<file path="config.mk">
export PLATFORM = sky130hd
export DESIGN_NAME = mod3_word_sched
export DESIGN_NICKNAME = d
export VERILOG_FILES = /design/src/rtl/mod3_word_sched.sv
export SDC_FILE = /design/constraint.sdc
export NUM_CORES = 1
export LEC_CHECK = 0
export CAP_MARGIN = 5
export CORE_UTILIZATION = 45
export CTS_CLUSTER_DIAMETER = 80
export CTS_CLUSTER_SIZE = 28
export DETAILED_ROUTE_END_ITERATION = 16
export PLACE_DENSITY_LB_ADDON = 0.15
export SLEW_MARGIN = 25
export SYNTH_ARGS = -nofsm -noshare
export SYNTH_HDL_FRONTEND = slang
export SYNTH_SLANG_ARGS = --single-unit
export TNS_END_PERCENT = 20
</file>
<file path="constraint.sdc">
create_clock -name clk -period 1.39 [get_ports clk]
set_input_delay 0.2085 -clock clk [delete_from_list [all_inputs] [get_ports clk]]
set_output_delay 0.2085 -clock clk [all_outputs]
set_load 0.02 [all_outputs]
</file>
<file path="src/rtl/mod3_word_sched.sv">
// rtl/mod3_word_sched.sv - two-requester word scheduler computing word mod 3 by MSB-first bit-serial residue
// Optional residue output rem is built only when MOD3_REM_EN is defined.
module mod3_word_sched (
    input  logic       clk,
    input  logic       rst,
    input  logic       req0,
    input  logic [7:0] data0,
    output logic       ack0,
    input  logic       req1,
    input  logic [7:0] data1,
    output logic       ack1,
    output logic       busy,
    output logic       done,
    output logic       div3,
    output logic       gnt_id
`ifdef MOD3_REM_EN
    ,
    output logic [1:0] rem
`endif
);

    typedef enum logic [1:0] {
        IDLE  = 2'd0,
        SHIFT = 2'd1,
        DONE  = 2'd2
    } state_t;

    state_t     state;
    logic [7:0] sreg;
    logic [1:0] res;
    logic [2:0] cnt;
    logic       last_gnt;
    logic       cur_id;
    logic       pick;
    logic [1:0] res_nxt;

    // r' = (2r + b) mod 3, residues encoded R0=0, R1=1, R2=2
    function automatic logic [1:0] mod3_step(input logic [1:0] r, input logic b);
        logic [1:0] n;
        case (r)
            2'd0:    n = b ? 2'd1 : 2'd0;
            2'd1:    n = b ? 2'd0 : 2'd2;
            2'd2:    n = b ? 2'd2 : 2'd1;
            default: n = 2'd0;
        endcase
        return n;
    endfunction

    // Round-robin: a lone requester wins; on contention the one not granted last wins
    always_comb begin
        pick    = (req0 && req1) ? ~last_gnt : req1;
        res_nxt = mod3_step(res, sreg[7]);
    end

    always_ff @(posedge clk) begin
        if (rst) begin
            state    <= IDLE;
            sreg     <= 8'd0;
            res      <= 2'd0;
            cnt      <= 3'd0;
            last_gnt <= 1'b1;
            cur_id   <= 1'b0;
            ack0     <= 1'b0;
            ack1     <= 1'b0;
            busy     <= 1'b0;
            done     <= 1'b0;
            div3     <= 1'b0;
            gnt_id   <= 1'b0;
`ifdef MOD3_REM_EN
            rem      <= 2'd0;
`endif
        end else begin
            case (state)
                IDLE: begin
                    ack0 <= 1'b0;
                    ack1 <= 1'b0;
                    done <= 1'b0;
                    if (req0 || req1) begin
                        sreg     <= pick ? data1 : data0;
                        res      <= 2'd0;
                        cnt      <= 3'd0;
                        cur_id   <= pick;
                        last_gnt <= pick;
                        ack0     <= ~pick;
                        ack1     <= pick;
                        busy     <= 1'b1;
                        state    <= SHIFT;
                    end
                end
                SHIFT: begin
                    ack0 <= 1'b0;
                    ack1 <= 1'b0;
                    res  <= res_nxt;
                    sreg <= {sreg[6:0], 1'b0};
                    cnt  <= cnt + 3'd1;
                    if (cnt == 3'd7) begin
                        state  <= DONE;
                        done   <= 1'b1;
                        div3   <= (res_nxt == 2'd0);
                        gnt_id <= cur_id;
`ifdef MOD3_REM_EN
                        rem    <= res_nxt;
`endif
                    end
                end
                DONE: begin
                    done  <= 1'b0;
                    busy  <= 1'b0;
                    state <= IDLE;
                end
                default: begin
                    ack0  <= 1'b0;
                    ack1  <= 1'b0;
                    done  <= 1'b0;
                    busy  <= 1'b0;
                    state <= IDLE;
                end
            endcase
        end
    end

endmodule

</file>
==> metrics.yaml <==
floorplanning:
  rows: 17
  dieArea_sq_um: 2681
  ios: 26
  die_w_um: 51.78
  die_y_um: 51.78
  start_util_pct: 48.98
  core_area_sq_um: 2276
timing:
  worst_pin_slew_ns: 0.2905
  finalCriticalPeriod_ns: 1.293
  maxSlewViolCount: 0
  fmax_ghz: 0.7735
  finalHoldViolCount: 0
  slew_headroom_pct: 80.60
  fin_crit_sh_pct: 93.01
  setup_viol: 0
  fin_skew_ns: 0.001651
placement:
  place_congestion: 0.7483
  dp_hpwl_mm: 1.649
  io_buffers: 25
clock_network:
  htree_num_levels: 1
  tritoncts: "yes"
  cts_sinks: 23
  numCtsBuffers: 3
  cts_setup_buffers: 0
  cts_root_buf: "clkbuf_4"
  ctsHoldBuffers: 0
  cts_buffer_depth: 2
  cts.clk_slew.worst_paths_ns: 0.12
  clkLatencyLatePin_ns: 0.31
worst_setup_path:
  path_max_fanout: 8
  r2r_end: "ack0"
  rr_worst_depth: 4
  path_class: "reg2reg"
  reg2reg_from: "state[0]"
  crit_start: "state[0]"
  startpoint_type: "flip-flop"
  cp_data_arrival_time_ns: 1.55
  rrSetupSlack_ns: 0.1
  end_kind: "flip-flop"
  worstPathRequired_ns: 1.65
  setup.worst_path.end: "ack0"
cells_and_area:
  mostFrequentLayoutCells: "dfxtp_1, clkdlybuf4s50_1, buf_4"
  fillers: 200
  seq_area_sq_um: 460.4
  fin_util_pct: 64.60
  area_delta_synth_final_pct: 31.87
  nNetsFinal: 179
  drive_above_1_share_pct: 10.26
  antenna_cells: 0
  final_common_cell: "dfxtp_1"
  multi_input_area_sq_um: 619.3
synth:
  synth-compound-area-share_pct: 21.66
  synth_area_per_cell_sq_um: 8.919
  synth_top_family_by_area: "compound AO/OA/AOI/OAI gates"
  synth_warnings: 0
  ys.flop_type: "dfxtp_1"
  ys_seq_elements: 23
  synthAdderAreaFrac_pct: 2.245
  yosys.area_share.simple_pct: 21.32
  syn-num-nets: 147
  syn-cell-area_sq_um: 1115
  async_flop_share_pct: 0
  synthMuxAreaShare_pct: 8.081
  synth_cell_type_count: 30
  yosysSeqAreaShare_pct: 41.30
  synth-xor-area-share_pct: 1.571
  synth_cells: 125
  synth_edf_count: 0
drt:
  route.detailed.drc: 0
  vias: 1011
  drtAntennaViolNets: 0
  routedWlPerCell_um: 12.85
  wl_mm: 2.364
  first_iter_violations: 22
  firstDrtPassIters: 4
  viasPerCell: 5.495
global_routing:
  antenna_found_initial: 0
  grt_pass1_vias: 855
  grt_max_degree: 24
  grt_pass1_wl_mm: 3.732
  grt_overflow: 0
  grt_util_all_layers_pct: 18.89
status:
  status: "finished, final reports clean"
pwr:
  total_power_w: 0.001286
  irDropWorstVdd_mv: 0.7972
  powerDensity_nw_per_um2: 874.6
  leakagePower_nw: 0.5931
min_path:
  min_path_type: "reg2reg"
flow_run:
  cap_viol_max_count: 0
cells in the mapped netlist (2+ instances only):
cell / count / area share [%]
and3b_1: 7 / 5.5
mux2i_1: 9 / 8.1
nand2_1: 5 / 1.7
o21ai_0: 5 / 2.2
nor2b_1: 2 / 1.1
dfxtp_1: 23 / 41
xnor2_1: 2 / 1.6
and2_1: 7 / 3.9
a211oi_1: 7 / 4.7
o21ai_1: 3 / 1.3
or3_1: 2 / 1.1
ha_1: 2 / 2.2
o211ai_1: 2 / 1.3
nor2_1: 5 / 1.7
buf_2: 4 / 1.8
clkbuf_1: 5 / 1.7
a21oi_1: 10 / 4.5
o22ai_1: 7 / 3.9
nand2b_1: 3 / 1.7
nor3_1: 4 / 1.8
nand3_1: 2 / 0.90
cells by family (layout without fill, tap and decap cells):
logic type | after synthesis | in the layout
mux | 9 | 9
xor+xnor | 2 | 2
simple gates | 40 | 40
buf+inv | 10 | 41
fa+ha+maj | 2 | 2
flops | 23 | 23
compound gates | 39 | 39
timing repair:
| item | CTS | global route |
|---|---|---|
| gates cloned | 0 | 0 |
| gates resized for setup | 7 | 1 |
| setup endpoints to repair | 8 | 6 |
| pin swaps | 0 | 0 |
metal layers:
| layer | track usage [%] | vias to the layer above | wire length (um) |
|---|---|---|---|
| met5 | 0 | - | 0 |
| met4 | 6.306 | 0 | 25 |
| met3 | 5.263 | 4 | 98 |
| met2 | 30.74 | 21 | 1065 |
| met1 | 23.88 | 462 | 1174 |
| li1 | - | 524 | - |
worst min path at each step:
stage          startpoint  slack (ns)     end  depth (start not counted)
2_1_floorplan         rst        0.28    div3                          1
3_3_place_gp       cur_id        0.46  gnt_id                          2
3_5_place_dp       cur_id        0.46  gnt_id                          2
4_1_cts            gnt_id        0.49  gnt_id                          2
5_1_grt              done        0.52    done                          2
6_report           cur_id        0.48  gnt_id                          2
worst max-delay path, stage by stage, from the launching register on:
cell	delay [ns]
dfxtp_1	0.41
or2_1	0.28
buf_4	0.15
o32a_1	0.33
nor2_1	0.08
registers in the layout, summed over array words and instances, names as in the netlist, 2 cells and up:
signal,flops
cnt,3
res,2
sreg,8
state,2
stage by stage:
stage                     setup slack [ns]  area (sq um)  TNS (ns)  std cells  hold slack, ns
after floorplan                     0.1871          1115         0        125          0.2806
after global placement             -0.1766          1444    -1.472        180          0.4598
after detailed placement           -0.1856          1444    -1.657        180          0.4620
after CTS                          0.05334          1468         0        184          0.4908
after global routing              -0.01922          1470  -0.03772        184          0.5222
final                              0.09720          1470         0        184          0.4792
layout make-up:
| type | count | share of cell area, % |
|---|---|---|
| multi-input combinational | 92 | 42.13 |
| sequential | 23 | 31.32 |
| timing repair buffer | 36 | 22.13 |
| tap | 28 | 2.383 |
| clock buffer | 4 | 1.787 |
| inverter | 1 | 0.2553 |
report_power, final:
| group | switching [W] | total, W | internal, W | leakage [nW] |
|---|---|---|---|---|
| Combinational | 0.000110 | 0.000248 | 0.000138 | 0.390 |
| Sequential | 0.0000295 | 0.000728 | 0.000698 | 0.188 |
| Clock | 0.000198 | 0.000310 | 0.000112 | 0.0150 |
Power figures use the tool's default switching activity.
